===== config.mk =====
export PLATFORM = sky130hd
export DESIGN_NAME = mac_accum
export DESIGN_NICKNAME = d
export VERILOG_FILES = /design/src/rtl/mac_pkg.sv /design/src/rtl/sat_add.sv /design/src/rtl/mac_accum.sv
export SDC_FILE = /design/constraint.sdc
export NUM_CORES = 1
export LEC_CHECK = 0
export ABC_CLOCK_PERIOD_IN_PS = 2800
export CAP_MARGIN = 10
export CELL_PAD_IN_SITES_DETAIL_PLACEMENT = 0
export CELL_PAD_IN_SITES_GLOBAL_PLACEMENT = 1
export CORE_ASPECT_RATIO = 1.2
export CORE_MARGIN = 2
export CORE_UTILIZATION = 36
export CTS_CLUSTER_DIAMETER = 40
export CTS_CLUSTER_SIZE = 10
export DETAILED_ROUTE_END_ITERATION = 10
export GPL_ROUTABILITY_DRIVEN = 0
export PLACE_DENSITY_LB_ADDON = 0.05
export SKIP_LAST_GASP = 1
export SLEW_MARGIN = 20
export SYNTH_ARGS = -nofsm -noshare
export SYNTH_HDL_FRONTEND = slang
export SYNTH_HIERARCHICAL = 1
export SYNTH_SLANG_ARGS = --single-unit

===== constraint.sdc =====
create_clock -name clk -period 2.8 [get_ports clk]
set_input_delay 0.56 -clock clk [delete_from_list [all_inputs] [get_ports clk]]
set_output_delay 0.56 -clock clk [all_outputs]
set_load 0.1 [all_outputs]

===== src/rtl/mac_pkg.sv =====
// Shared types and default widths for the multiply-accumulate back end.
package mac_pkg;

    localparam int MAC_PW = 16;   // product width, matches the multiplier output
    localparam int MAC_AW = 20;   // accumulator / sum width
    localparam int MAC_LW = 8;    // job length field width

    // Saturation value of a default-width accumulator.
    localparam logic [MAC_AW-1:0] SAT_MAX = {MAC_AW{1'b1}};

    typedef enum logic [1:0] {
        IDLE  = 2'd0,
        ACCUM = 2'd1,
        DRAIN = 2'd2,
        DONE  = 2'd3
    } mac_state_t;

endpackage


===== src/rtl/sat_add.sv =====
// Combinational saturating adder: AW-bit accumulator plus a zero-extended
// PW-bit unsigned operand, clamped to all-ones when the carry out is set.
import mac_pkg::*;

module sat_add #(
    parameter int PW = MAC_PW,
    parameter int AW = MAC_AW
) (
    input  logic [AW-1:0] a,
    input  logic [PW-1:0] b,
    output logic [AW-1:0] y,
    output logic          ovf
);

    logic [AW:0] sum;

    // One extra bit catches the carry; a saturated input plus any non-zero
    // operand carries again, so saturation is self-sustaining.
    always_comb begin
        sum = {1'b0, a} + (AW+1)'(b);
        ovf = sum[AW];
        y   = ovf ? {AW{1'b1}} : sum[AW-1:0];
    end

endmodule


===== src/rtl/mac_accum.sv =====
// Multiply-accumulate back end: accepts a programmed number of products over
// a valid/ready handshake, registers each one, sums them into a saturating
// accumulator and offers the result over an output valid/ready handshake.
import mac_pkg::*;

module mac_accum #(
    parameter int PW = MAC_PW,
    parameter int AW = MAC_AW,
    parameter int LW = MAC_LW
) (
    input  logic          clk,
    input  logic          reset,
    input  logic          i_start,
    input  logic [LW-1:0] i_len,
    input  logic [PW-1:0] i_prod,
    input  logic          i_valid,
    output logic          o_ready,
    output logic [AW-1:0] o_sum,
    output logic          o_valid,
    input  logic          i_ready,
    output logic          o_ovf,
    output logic          o_busy
);

    mac_state_t    state, state_nxt;
    logic [LW-1:0] remaining;
    logic [PW-1:0] p_reg;
    logic          p_vld;
    logic [AW-1:0] acc;
    logic [AW-1:0] acc_add;
    logic          add_ovf;
    logic          ovf;
    logic          xfer;

    sat_add #(.PW(PW), .AW(AW)) u_sat_add (
        .a   (acc),
        .b   (p_reg),
        .y   (acc_add),
        .ovf (add_ovf)
    );

    assign xfer   = i_valid & o_ready;
    assign o_busy = (state != IDLE);
    assign o_sum  = acc;
    assign o_ovf  = ovf;

    // Next-state and handshake outputs.
    always_comb begin
        state_nxt = state;
        o_ready   = 1'b0;
        o_valid   = 1'b0;
        case (state)
            IDLE: begin
                if (i_start)
                    state_nxt = (i_len == '0) ? DONE : ACCUM;
            end
            ACCUM: begin
                o_ready = 1'b1;
                if (i_valid && remaining == LW'(1))
                    state_nxt = DRAIN;
            end
            DRAIN: begin
                state_nxt = DONE;
            end
            DONE: begin
                o_valid = 1'b1;
                // A start seen together with i_ready is deliberately dropped.
                if (i_ready)
                    state_nxt = IDLE;
            end
            default: state_nxt = IDLE;
        endcase
    end

    // State register.
    always_ff @(posedge clk) begin
        if (reset)
            state <= IDLE;
        else
            state <= state_nxt;
    end

    // Product register, length counter and accumulator; each accepted
    // product is summed on the edge after it was registered.
    always_ff @(posedge clk) begin
        if (reset) begin
            remaining <= '0;
            p_reg     <= '0;
            p_vld     <= 1'b0;
            acc       <= '0;
            ovf       <= 1'b0;
        end else if (state == IDLE && i_start) begin
            remaining <= i_len;
            p_vld     <= 1'b0;
            acc       <= '0;
            ovf       <= 1'b0;
        end else begin
            if (p_vld) begin
                acc <= acc_add;
                if (add_ovf)
                    ovf <= 1'b1;
            end
            p_vld <= xfer;
            if (xfer) begin
                p_reg     <= i_prod;
                remaining <= remaining - LW'(1);
            end
        end
    end

endmodule


==> impl_metrics.py, run 1 <==
metrics = {
    "pwr": {
        "sw_frac_of_total_pct": 33.2,
        "comb_power_share_pct": 25.8,
        "internal-power_w": 0.00118,
        "power_density_nw_per_um2": 486,
        "totalPowerFinal_w": 0.00177,
        "peakVddDrop_uv": 269,
        "p_seq_share_pct": 43.5,
        "clkPwrFrac_pct": 30.7,
        "leakagePower_nw": 1.53,
        "switchingPower_w": 0.000587,
    },
    "sta": {
        "rsz0062_at_grt": "false",
        "tightest_slew_ns": 0.620,
        "setup_viol": 0,
        "final-hold-violation-count": 0,
        "layout_min_cycle_time_ns": 2.53,
        "finalCritPeriodShare_pct": 90.3,
        "max_slew_margin_pct": 58.5,
        "tns_ns": 0,
        "report.final.slew_viol_count": 0,
        "clock.fmax_mhz": 395,
        "clock_skew_ns": 0.00710,
    },
    "clock_network": {
        "clk_latency_ns": 0.31,
        "path_clk_slew_ns": 0.10,
        "cts_buffer_depth": 2,
        "clock-root-buffer": "clkbuf_8",
        "cts_resized": 0,
        "tritoncts": "built",
        "numCtsBuffers": 5,
        "postCtsHoldBufs": 0,
        "cts.sinks": 48,
        "cts_setup_buffers": 0,
        "htreeDepth": 2,
    },
    "synthesis": {
        "yosysTopAreaCell": "dfxtp_1",
        "synth_top_area_share_pct": 32.3,
        "syn_inst": 369,
        "yosysUniqueCellTypes": 56,
        "ys_async_sr_fraction_pct": 0,
        "yosys_register_bits": 48,
        "yosysMostFrequentCell": "nand2_1",
        "yosysWarnings": 6,
        "syn_area_um2": 2970,
        "synth_edf_count": 0,
        "ys.flop_type": "dfxtp_1",
        "synth_area_leaders": "dfxtp_1 32%, ha_1 9.7%, nand2_1 7.3%, mux2i_1 7.1%, a21oi_1 6.1%",
        "yosysSeqAreaShare_pct": 32.3,
        "synthTopCellsByCount": "58 x nand2_1, 48 x dfxtp_1, 41 x nor2_1",
        "syn_nets": 422,
        "synth.avg_cell_area_um2": 8.06,
    },
    "routing": {
        "drc": 0,
        "wl_um": 7270,
        "initialDrtViolationCount": 102,
        "post_drt_wl_per_cell_um": 14.2,
        "drtPass1Iterations": 6,
        "vias_per_cell": 5.19,
        "dr_total_vias": 2655,
        "final_antenna_net_count": 0,
    },
    "critical_path": {
        "rrSetupSlack_ns": 0.27,
        "crit_path_max_fanout": 17,
        "endpoint_kind": "register",
        "worst_ep_required_time_ns": 3.00,
        "worst_setup_path_start_kind": "register",
        "critPathKind": "register to register",
        "cp.arrival_ns": 2.73,
    },
    "global_route": {
        "grt_pass1_vias": 2590,
        "grt_overflow": 0,
        "grt_usage_pct": 17.0,
        "grt_start_max_net_pins": 28,
        "antenna_found_initial": 0,
        "grt_pass1_wl_um": 12500,
    },
    "floorplanning": {
        "core_um2": 8060,
        "rows": 36,
        "initial_core_util_pct": 36.9,
        "die_x_um": 87.0,
        "dieArea_um2": 9010,
        "ioPinCount": 53,
        "die_height_um": 104,
    },
    "layout": {
        "fin_nets": 469,
        "fin_area_um2": 3640,
        "areaGrowthSynthToFinish_pct": 22.4,
        "drive_gt1_share_pct": 11.8,
        "n_antenna_cell": 0,
        "largest_reg_flops": 20,
    },
    "hold_path": {
        "min_path_type": "register to register",
    },
    "run_status": {
        "status": "complete, no violations",
    },
    "run": {
        "maxCapViolations": 0,
    },
    "placement": {
        "place_hpwl_um": 5510,
        "place_area_um2": 3520,
        "place.port_buffers": 52,
    },
}
==> layer usage <==
metal | wire, um | global-route usage (%) | up-vias | part of all wire [%]
met4 | 72 | 4.13 | 0 | 0.99
met1 | 3440 | 22.7 | 1216 | 47
met5 | 0 | 0 | - | 0
li1 | - | - | 1391 | -
met2 | 3550 | 28.2 | 42 | 49
met3 | 208 | 2.87 | 6 | 2.9
==> worst max-delay path: stages, from the launching register on <==
cell and delay (ns):
dfxtp_2 0.34, ha_1 0.21, fa_1 0.40, a21o_1 0.21
a311o_1 0.41, nand3_2 0.11, nand3_4 0.10, nand2_4 0.19
inv_2 0.06, or2_1 0.21, mux2i_1 0.13, nor2_1 0.05
==> layout make-up <==
cell class	count	area (um2)
fill	850	4420
multi-input combinational	294	1900
sequential	48	963
timing repair buffer	57	498
tap	95	119
clock buffer	5	68.8
clock inverter	3	50.0
inverter	10	37.5
==> power groups by stage <==
stage / registers (W) / logic, W / clock network, W
floorplan: 0.000776 / 0.000329 / 0
global placement: 0.000783 / 0.000459 / 0
detailed placement: 0.000784 / 0.000461 / 0
CTS: 0.000769 / 0.000464 / 0.000565
global route: 0.000776 / 0.000508 / 0.000597
finish: 0.000768 / 0.000456 / 0.000543
==> final timing paths <==
path         cells after the start                    end             startpoint
max                             11  o_sum[1]$_SDFFE_PP0P_  o_sum[0]$_SDFFE_PP0P_
min                              2  p_reg[9]$_SDFFE_PP0P_  p_reg[9]$_SDFFE_PP0P_
max reg2reg                     11  o_sum[1]$_SDFFE_PP0P_  o_sum[0]$_SDFFE_PP0P_
min reg2reg                      2  p_reg[9]$_SDFFE_PP0P_  p_reg[9]$_SDFFE_PP0P_
==> cells in the final DEF (no fill, tap or decap), drive strengths merged, types with 7 or more instances in the layout <==
cell type | netlist | routed
dfxtp | 48 | 48
o21ai | 15 | 15
inv | 10 | 12
ha | 23 | 23
nand2 | 59 | 59
nor2 | 41 | 41
xor2 | 7 | 7
mux2i | 21 | 21
xnor2 | 9 | 9
clkdlybuf4s50 | 0 | 28
a21oi | 38 | 38
buf | 7 | 29
==> logic make-up (layout without fill, tap and decap cells) <==
kind of cell    Yosys count  count (layout)  share of synthesized area (%)
xor+xnor                 16              16                           4.71
mux                      22              22                           7.45
compound gates           88              88                           18.7
flops                    48              48                           32.3
buf+inv                  27              75                           3.70
simple gates            144             144                           22.8
fa+ha+maj                24              24                           10.3
==> metrics by stage <==
step | util (%) | cells | worst slack (ns) | hold WS, ns
finish | 45.1 | 512 | 0.270 | 0.466
floorplan | - | 369 | 0.0294 | 0.440
detailed placement | 43.7 | 504 | 0.256 | 0.455
global route | 45.1 | 512 | 0.0855 | 0.489
global placement | 43.7 | 504 | 0.286 | 0.449
CTS | 45.1 | 512 | 0.241 | 0.470
No activity file was read; power rests on OpenSTA's default activity.
==> run 2, diff against run 1 <==
--- a/config.mk
+++ b/config.mk
@@ -17,6 +17,8 @@
 export DETAILED_ROUTE_END_ITERATION = 10
 export GPL_ROUTABILITY_DRIVEN = 0
 export PLACE_DENSITY_LB_ADDON = 0.05
+export RECOVER_POWER = 50
+export SETUP_SLACK_MARGIN = 0.4
 export SKIP_LAST_GASP = 1
 export SLEW_MARGIN = 20
 export SYNTH_ARGS = -nofsm -noshare
==> run 2 against run 1 <==
Sequential power barely moved. Die area is the same. Wire length rose by 6.9%. Register-to-register slack better by 0.19 ns. Highest routed layer unchanged. Cell count rose by 1.2%. Critical path depth shrank 8. Total power is 1.1% lower. Count of clock-buffer cells in the layout unchanged. Largest cell class unchanged. Combinational power down 0.9%.
==> impl_metrics.py, run 2 (same netlist as run 1, synthesis figures left out) <==
metrics = {
    "run_status": {
        "status": "complete, no violations",
    },
    "global_route": {
        "antenna_found_initial": 0,
        "grt_pass1_vias": 2705,
        "grt_pass1_wl_um": 12700,
        "met1_usage_pct": 21.8,
        "use_met2_pct": 30.2,
        "grt_overflow": 0,
        "grt_usage_pct": 17.3,
        "busiest_layer": "met2",
        "grt_start_max_net_pins": 28,
        "grtUsageMet3_pct": 2.79,
    },
    "routing": {
        "initialDrtViolationCount": 111,
        "drc": 0,
        "dr_total_vias": 2739,
        "drtPass1Iterations": 4,
        "vias_per_cell": 5.29,
        "post_drt_wl_per_cell_um": 15.0,
        "wl_um": 7770,
        "final_antenna_net_count": 0,
    },
    "critical_path": {
        "crit_path_max_fanout": 5,
        "r2r_start": "o_sum[0]$_SDFFE_PP0P_",
        "crit_chain": "inv_1 > ha_2 > clkbuf_1",
        "worst_setup_path_start_kind": "register",
        "cpLargestDelayFamily": "buffers and inverters",
        "endpoint_kind": "primary output",
        "critPathBufInv": 2,
        "worst_ep_required_time_ns": 2.24,
        "slowest_delay_ns": 0.87,
        "cp.arrival_ns": 1.86,
        "cp_slowest_cell": "clkbuf_1",
        "critPathKind": "register to primary output",
        "cp-startpoint": "state[1]$_SDFFE_PP0P_",
    },
    "sta": {
        "max_slew_margin_pct": 21.1,
        "hold_slack_ns": 0.466,
        "clock.fmax_mhz": 413,
        "setup_viol": 0,
        "clock_skew_ns": 0.00901,
        "tns_ns": 0,
        "tightest_slew_ns": 1.19,
        "final-hold-violation-count": 0,
        "rsz0062_at_grt": "true",
        "report.final.slew_viol_count": 0,
        "layout_min_cycle_time_ns": 2.42,
        "finalCritPeriodShare_pct": 86.5,
    },
    "clock_network": {
        "cts.sinks": 48,
        "htreeDepth": 2,
        "path_clk_slew_ns": 0.09,
        "tritoncts": "built",
        "cts_buffer_depth": 2,
        "clock-root-buffer": "clkbuf_8",
        "clk_latency_ns": 0.31,
        "numCtsBuffers": 5,
    },
    "floorplanning": {
        "initial_core_util_pct": 36.9,
        "die_x_um": 87.0,
        "dieArea_um2": 9010,
        "rows": 36,
        "core_um2": 8060,
        "ioPinCount": 53,
        "die_height_um": 104,
    },
    "layout": {
        "fin_util_pct": 45.4,
        "largest_reg_flops": 20,
        "n_antenna_cell": 0,
        "final_common_cell": "nand2_1",
        "fin_area_um2": 3660,
        "fin_nets": 475,
        "mostFrequentLayoutCells": "58 x nand2_1, 41 x nor2_1, 35 x a21oi_1",
        "areaGrowthSynthToFinish_pct": 23.1,
        "fillers": 844,
        "drive_gt1_share_pct": 12.3,
    },
    "placement": {
        "place_area_um2": 3570,
        "place_hpwl_um": 5650,
        "place.port_buffers": 52,
    },
    "pwr": {
        "power_density_nw_per_um2": 477,
        "peakVddDrop_uv": 367,
        "totalPowerFinal_w": 0.00175,
        "leakagePower_nw": 1.44,
    },
    "hold_path": {
        "min_from": "p_reg[9]$_SDFFE_PP0P_",
        "min_path_type": "register to register",
    },
    "run": {
        "maxCapViolations": 0,
    },
}
## run 2: cell count changes in the layout (fill, tap and decap cells not counted), sizes merged
cell           delta
clkdlybuf4s50     -1
nand2             +1
buf              -19
inv               -1
dlygate4sd3       +1
clkinvlp          +1
clkbuf           +24
## run 2: timing repair
action | 4_1_cts | 5_1_grt
setup buffers | 0 | 4
hold endpoints to repair | 0 | 0
setup endpoints to repair | 2 | 14
hold buffers | 0 | 0
pin swaps | 0 | 3
gates resized for setup | 1 | 6
cloned | 0 | 1
## run 2: final timing paths
path | to | slack [ns] | cells after the start
setup / recovery | o_ready | 0.38 | 3
hold / removal | p_reg[9]$_SDFFE_PP0P_ | 0.47 | 2
setup reg to reg | o_sum[0]$_SDFFE_PP0P_ | 0.46 | 11
hold reg to reg | p_reg[9]$_SDFFE_PP0P_ | 0.47 | 2
## run 2: per-stage QoR
| step | instances | worst slack [ns] |
|---|---|---|
| global route | 518 | 0.293 |
| CTS | 513 | 0.419 |
| global placement | 505 | 0.411 |
| detailed placement | 505 | 0.384 |
| floorplan | 369 | 0.388 |
| finish | 518 | 0.377 |
## run 2: worst min-delay path: stages, from the launching register on
cell and delay [ns]:
dfxtp_1 0.32, nand2_1 0.05, a21oi_1 0.05
## run 2: per-layer routing
layer  part of all wire, %  vias up  routed length (um)
li1                      -     1412                   -
met1                    45     1273                3520
met2                    50       46                3900
met3                   3.3        8                 256
met4                   1.2        0                  90
met5                     0        -                   0
## run 2: area by class of cell
cell class | count | area, um2 | share of cell area [%]
clock inverters | 3 | 46.3 | 1.26
clock buffers | 5 | 68.8 | 1.88
multi-input cells | 295 | 1960 | 53.4
inverters | 10 | 37.5 | 1.02
flip-flops and latches | 48 | 988 | 27.0
well taps | 95 | 119 | 3.25
repair buffers | 62 | 445 | 12.2
## run 2: where the power goes
part	internal [W]	switching, W
clock	0.000270	0.000261
sequential	0.000725	0.0000416
combinational	0.000172	0.000280
==> run 3, diff against run 2 <==
--- a/config.mk
+++ b/config.mk
@@ -5,7 +5,6 @@
 export SDC_FILE = /design/constraint.sdc
 export NUM_CORES = 1
 export LEC_CHECK = 0
-export ABC_CLOCK_PERIOD_IN_PS = 2800
 export CAP_MARGIN = 10
 export CELL_PAD_IN_SITES_DETAIL_PLACEMENT = 0
 export CELL_PAD_IN_SITES_GLOBAL_PLACEMENT = 1
==> results of run 3 <==
No change in the layout: final DEF, timing and power equal those of run 2.
